--- config.mk ---
export PLATFORM = sky130hd
export DESIGN_NAME = i2c_target
export DESIGN_NICKNAME = d
export VERILOG_FILES = /design/src/rtl/i2c_target.sv
export SDC_FILE = /design/constraint.sdc
export NUM_CORES = 1
export LEC_CHECK = 0
export ABC_CLOCK_PERIOD_IN_PS = 4400
export CORE_MARGIN = 2
export CORE_UTILIZATION = 35
export CTS_CLUSTER_SIZE = 24
export DETAILED_ROUTE_END_ITERATION = 10
export GPL_TIMING_DRIVEN = 0
export SLEW_MARGIN = 40
export SYNTH_ARGS = -nofsm -noshare
export SYNTH_HDL_FRONTEND = slang
export SYNTH_SLANG_ARGS = --single-unit
export TNS_END_PERCENT = 30
--- constraint.sdc ---
create_clock -name clk -period 4.4 [get_ports clk]
set_input_delay 0.88 -clock clk [delete_from_list [all_inputs] [get_ports clk]]
set_output_delay 0.88 -clock clk [all_outputs]
set_load 0.05 [all_outputs]
--- src/rtl/i2c_target.sv ---
// rtl/i2c_target.sv - I2C target with a 16-byte register file, auto-incrementing pointer and fabric write port
module i2c_target #(
  parameter logic [6:0] ADDRESS = 7'h68,
  parameter int         NREG    = 16
) (
  input  logic       clk,
  input  logic       reset,
  input  logic       scl_in,
  input  logic       sda_in,
  output logic       sda_oe,
  input  logic       loc_we,
  input  logic [3:0] loc_addr,
  input  logic [7:0] loc_data,
  output logic       wr_valid,
  output logic [3:0] wr_addr,
  output logic [7:0] wr_data,
  output logic       busy
);

  typedef enum logic [3:0] {
    IDLE, ADDR, ADDR_ACK, PTR, PTR_ACK, WDATA, WDATA_ACK, RDATA, RACK, WAIT
  } state_t;

  state_t      state, state_d;
  logic [2:0]  scl_q, sda_q;
  logic        scl_rise, scl_fall, start_det, stop_det, sda_s;
  logic [2:0]  cnt, cnt_d;
  logic [7:0]  sh, sh_d;
  logic [3:0]  ptr, ptr_d, ptr_inc;
  logic        rw, rw_d;
  logic        sda_oe_d, busy_d, wr_valid_d;
  logic [3:0]  wr_addr_d;
  logic [7:0]  wr_data_d;
  logic        bus_we;
  logic [7:0]  rx_byte;
  logic [7:0]  regs [0:NREG-1];

  // Stages 0/1 synchronize; stage 2 is the delayed copy used for edge detection
  always_ff @(posedge clk) begin
    if (reset) begin
      scl_q <= 3'b111;
      sda_q <= 3'b111;
    end else begin
      scl_q <= {scl_q[1:0], scl_in};
      sda_q <= {sda_q[1:0], sda_in};
    end
  end

  assign sda_s     = sda_q[1];
  assign scl_rise  = scl_q[1] & ~scl_q[2];
  assign scl_fall  = ~scl_q[1] & scl_q[2];
  assign start_det = ~sda_q[1] & sda_q[2] & scl_q[1];
  assign stop_det  = sda_q[1] & ~sda_q[2] & scl_q[1];
  assign rx_byte   = {sh[6:0], sda_s};
  assign ptr_inc   = ptr + 4'd1;

  always_ff @(posedge clk) begin
    if (reset) begin
      state    <= IDLE;
      sda_oe   <= 1'b0;
      cnt      <= 3'd0;
      sh       <= 8'h00;
      ptr      <= 4'd0;
      rw       <= 1'b0;
      busy     <= 1'b0;
      wr_valid <= 1'b0;
      wr_addr  <= 4'd0;
      wr_data  <= 8'h00;
    end else begin
      state    <= state_d;
      sda_oe   <= sda_oe_d;
      cnt      <= cnt_d;
      sh       <= sh_d;
      ptr      <= ptr_d;
      rw       <= rw_d;
      busy     <= busy_d;
      wr_valid <= wr_valid_d;
      wr_addr  <= wr_addr_d;
      wr_data  <= wr_data_d;
    end
  end

  // ACK states use sda_oe as the phase flag: first fall drives ACK, second fall ends it
  always_comb begin
    state_d    = state;
    sda_oe_d   = sda_oe;
    cnt_d      = cnt;
    sh_d       = sh;
    ptr_d      = ptr;
    rw_d       = rw;
    busy_d     = busy;
    wr_valid_d = 1'b0;
    wr_addr_d  = wr_addr;
    wr_data_d  = wr_data;
    bus_we     = 1'b0;
    if (stop_det) begin
      state_d  = IDLE;
      sda_oe_d = 1'b0;
      busy_d   = 1'b0;
    end else if (start_det) begin
      state_d = ADDR;
      cnt_d   = 3'd0;
    end else begin
      case (state)
        IDLE, WAIT: begin
        end
        ADDR: begin
          if (scl_rise) begin
            sh_d  = rx_byte;
            cnt_d = cnt + 3'd1;
            if (cnt == 3'd7) begin
              if (rx_byte[7:1] == ADDRESS) begin
                state_d = ADDR_ACK;
                rw_d    = rx_byte[0];
                busy_d  = 1'b1;
              end else begin
                state_d = WAIT;
                busy_d  = 1'b0;
              end
            end
          end else if (scl_fall) begin
            sda_oe_d = 1'b0;
          end
        end
        ADDR_ACK: begin
          if (scl_fall) begin
            if (!sda_oe) begin
              sda_oe_d = 1'b1;
            end else if (rw) begin
              sda_oe_d = ~regs[ptr][7];
              sh_d     = {regs[ptr][6:0], 1'b0};
              cnt_d    = 3'd0;
              state_d  = RDATA;
            end else begin
              sda_oe_d = 1'b0;
              cnt_d    = 3'd0;
              state_d  = PTR;
            end
          end
        end
        PTR: begin
          if (scl_rise) begin
            sh_d  = rx_byte;
            cnt_d = cnt + 3'd1;
            if (cnt == 3'd7) begin
              ptr_d   = rx_byte[3:0];
              state_d = PTR_ACK;
            end
          end else if (scl_fall) begin
            sda_oe_d = 1'b0;
          end
        end
        PTR_ACK, WDATA_ACK: begin
          if (scl_fall) begin
            if (!sda_oe) begin
              sda_oe_d = 1'b1;
            end else begin
              sda_oe_d = 1'b0;
              cnt_d    = 3'd0;
              state_d  = WDATA;
            end
          end
        end
        WDATA: begin
          if (scl_rise) begin
            sh_d  = rx_byte;
            cnt_d = cnt + 3'd1;
            if (cnt == 3'd7) begin
              bus_we     = 1'b1;
              wr_valid_d = 1'b1;
              wr_addr_d  = ptr;
              wr_data_d  = rx_byte;
              ptr_d      = ptr_inc;
              state_d    = WDATA_ACK;
            end
          end else if (scl_fall) begin
            sda_oe_d = 1'b0;
          end
        end
        RDATA: begin
          if (scl_fall) begin
            sda_oe_d = ~sh[7];
            sh_d     = {sh[6:0], 1'b0};
          end else if (scl_rise) begin
            cnt_d = cnt + 3'd1;
            if (cnt == 3'd7) state_d = RACK;
          end
        end
        RACK: begin
          if (scl_fall) begin
            sda_oe_d = 1'b0;
          end else if (scl_rise) begin
            ptr_d = ptr_inc;
            if (!sda_s) begin
              sh_d    = regs[ptr_inc];
              cnt_d   = 3'd0;
              state_d = RDATA;
            end else begin
              state_d = WAIT;
            end
          end
        end
        default: state_d = IDLE;
      endcase
    end
  end

  // Bus write is issued after the local write so it wins on an address collision
  always_ff @(posedge clk) begin
    if (reset) begin
      for (int i = 0; i < NREG; i++) regs[i] <= 8'h00;
    end else begin
      if (loc_we) regs[loc_addr] <= loc_data;
      if (bus_we) regs[ptr] <= rx_byte;
    end
  end

endmodule
==> reports/results.txt <==
CTS Buf Count: 17
MaxCap Viol Count: 0
Initial Util: 0.355
clock latency on the worst-skew pair: 0.45 ns
Crit path max-delay family: buffers and inverters
Req. time, crit path: 4.73 ns
Max VDD drop: 0.242 mV
first drt pass iteration count: 6
die height: 177 um
Slew Limit Headroom: 0.368
CTS clk-pin slew, worst paths: 0.08 ns
DRT iter0 DRCs: 1509
hpwl dp: 28000 um
Hold Crit Start: scl_q[0]$_SDFF_PP1_
final wirelength: 38400 um
Max Clock Skew: 0.0155 ns
Final nets: 1146
clk root buf: clkbuf_16
Worst R2R Path Depth: 12
Final Power: 4.74 mW
number of vias per cell: 5.93
max-slew violations: 0
fin util: 0.400
routability cong.: 1.00
post-route clock period utilization: 0.887
first-pass GRT wire length: 56300 um
async set-reset flop share out of synthesis: 0
die area: 31500 um2
GRT Residual Overflow: 0
# fillers: 2968
most frequent CP cell: buf_2
yosys warns: 0
RSZ-0062 raised after global routing: no
CP Buf/Inv Count: 7
synthesized flop and latch total: 173
CP Max Fanout: 10
CORE AREA: 29600 um2
Hold Path Sink: scl_q[1]$_SDFF_PP1_
WL/cell: 25.2 um
main flop type after synthesis: edfxtp_1
register area share after synthesis: 0.451
Register-to-Register Setup Slack: 0.50 ns
I/O Pins: 32
Total GRT Usage: 0.249
Post-CTS Setup Inserts: 0
Rows: 63
highest clock rate: 256 MHz
top cells by area, synth: edfxtp_1, mux4_2, nand2_1
n_diodes: 0
Slowest Stage Delay on Critical Path: 0.53 ns
CTS sink count: 173
vias in the first global route: 8426
Die W: 177 um
Hold Violations, Final: 0
Post-Syn Area per Cell: 9.73 um2
H-tree levels: 4
synth unique cells: 64
status: completed
CP startpoint kind: flop
I/O Buffers: 21
layout cells sized above 1: 0.159
Via Count: 9051
EDFF count, synth: 128
Leak Pwr: 3.92 nW
post-route ant nets: 0
Arr. time, crit path: 4.23 ns
total negative slack: 0 ns
post-synth net total: 1105
Synth top area share: 0.365
R2R Path End: sh[7]$_SDFFE_PP0P_
min-delay worst type: reg2reg
Tightest Pin Transition: 0.948 ns
Mapped Cells: 1082
crit path cell chain: buf_4, buf_4, buf_2, inv_1, ha_1, buf_2, buf_6, buf_2, mux4_2, mux4_2, o22ai_1, o32ai_1
largest area contributor in the netlist: edfxtp_1
largest net degree at the start of global routing: 19
Crit Reg-Reg Startpoint: ptr[0]$_SDFFE_PP0P_
DRC viols: 0
Tmin final: 3.90 ns
initial antenna violation count: 0
Clock Path Buffers: 2
post_cts resized: 0
Worst Hold Depth: 1
CP endpoint kind: flop
CTS tree: yes
Mapped Area: 10500 um2
synthesis-to-finish area growth: 12.5%
crit path max-delay cell type: mux4_2
Crit Path Category: reg2reg
hold_buf cts: 0
Pwr Density: 400 nW/um2
Final Setup Violations: 0
worst register-to-register path, stage by stage, from the launching register on:
cell	delay (ns)
dfxtp_1	0.40
buf_4	0.30
buf_4	0.29
buf_2	0.40
inv_1	0.14
ha_1	0.29
buf_2	0.23
buf_6	0.25
buf_2	0.37
mux4_2	0.36
mux4_2	0.53
o22ai_1	0.13
o32ai_1	0.10
cell families after synthesis:
family / after synthesis / share of synthesized area
simple gates: 530 / 0.230
xor+xnor: 5 / 0.00594
compound gates: 178 / 0.100
flops: 173 / 0.451
buf+inv: 96 / 0.0418
mux: 94 / 0.165
fa+ha+maj: 6 / 0.00713
area by class of cell:
| cell class | count | area, um2 | area share |
|---|---|---|---|
| sequential | 173 | 4740 | 0.401 |
| clock inverter | 14 | 151 | 0.0128 |
| multi-input combinational | 813 | 5370 | 0.454 |
| timing repair buffer | 22 | 215 | 0.0182 |
| clock buffer | 18 | 429 | 0.0362 |
| buffer | 89 | 418 | 0.0353 |
| tap | 390 | 488 | 0.0412 |
| inverter | 7 | 26.3 | 0.00222 |
through the flow:
stage	area (um2)	instances	worst slack (ns)	hold WS (ns)
3_3_place_gp	11200	1493	0.327	0.395
5_1_grt	11800	1526	0.335	0.417
2_1_floorplan	10500	1082	1.41	0.389
3_5_place_dp	11300	1493	0.599	0.397
6_report	11800	1526	0.499	0.406
4_1_cts	11800	1525	0.588	0.403
cells in the mapped netlist (3+ instances only):
library cell / instances
nand2_1: 294
o31a_1: 3
edfxtp_1: 128
nor2b_1: 12
mux4_2: 62
or2_2: 8
ha_1: 6
or3_1: 17
mux2i_1: 20
nor2_1: 63
or2_4: 3
nand3b_1: 3
a21oi_1: 33
mux2_2: 11
nand3_1: 66
nand2b_1: 21
and2_1: 4
buf_2: 25
buf_1: 13
o21ai_0: 27
buf_4: 7
xnor2_1: 3
o32ai_1: 11
clkbuf_1: 41
buf_6: 3
nor3_1: 12
dfxtp_1: 45
o211ai_1: 3
nor3_4: 3
nor2_2: 6
o21ai_1: 65
inv_1: 7
o22ai_1: 10
a211oi_1: 8
per-layer routing:
layer  share of wire  vias to the layer above  global-route usage  wire length, um
li1                -                     3981                   -                -
met1            0.39                     4372               0.338            15200
met2            0.45                      582               0.379            17200
met3            0.11                      116              0.0540             4110
met4           0.050                        0               0.120             1920
met5               0                        -                   0                0
cell usage in the layout (no fill, tap or decap), types with 4 or more instances in the layout:
master	count
a211oi_1	8
a21oi_1	32
and2_1	4
buf_1	13
buf_2	25
buf_4	7
clkbuf_1	39
clkbuf_16	17
clkbuf_2	4
clkdlybuf4s50_1	21
clkinv_4	4
dfxtp_1	45
edfxtp_1	128
ha_1	6
inv_1	7
inv_8	4
mux2_2	11
mux2i_1	20
mux4_2	62
nand2_1	294
nand2b_1	21
nand3_1	66
nor2_1	63
nor2_2	6
nor2b_1	12
nor3_1	8
nor3_2	5
o21ai_0	27
o21ai_1	65
o22ai_1	10
o32ai_1	11
or2_2	8
or3_1	17
sequential cells by signal (all words and copies together), names as in the netlist, named ones only:
name / flops
state: 4
cnt: 3
wr_valid: 1
sda_oe: 1
rw: 1
sh: 8
wr_data: 8
regs: 128
busy: 1
scl_q: 3
ptr: 4
sda_q: 3
wr_addr: 4
worst max-delay path by stage:
stage	startpoint	end	slack, ns	cells after the start
after floorplan	ptr[0]$_SDFFE_PP0P_	sh[7]$_SDFFE_PP0P_	1.41	12
after global placement	reset	regs[3][0]$_DFFE_PP_	0.33	5
after detailed placement	ptr[0]$_SDFFE_PP0P_	sh[7]$_SDFFE_PP0P_	0.60	12
after CTS	ptr[0]$_SDFFE_PP0P_	sh[7]$_SDFFE_PP0P_	0.59	12
after global routing	ptr[0]$_SDFFE_PP0P_	sh[7]$_SDFFE_PP0P_	0.34	12
final	ptr[0]$_SDFFE_PP0P_	sh[7]$_SDFFE_PP0P_	0.50	12
where the power goes:
part / leakage (nW) / internal, mW / switching (mW)
sequential: 1.59 / 1.87 / 0.0941
clock: 0.281 / 0.758 / 0.773
combinational: 2.05 / 0.406 / 0.842
total: 3.92 / 3.03 / 1.71
Note: power is estimated with default switching activity, not from simulation.
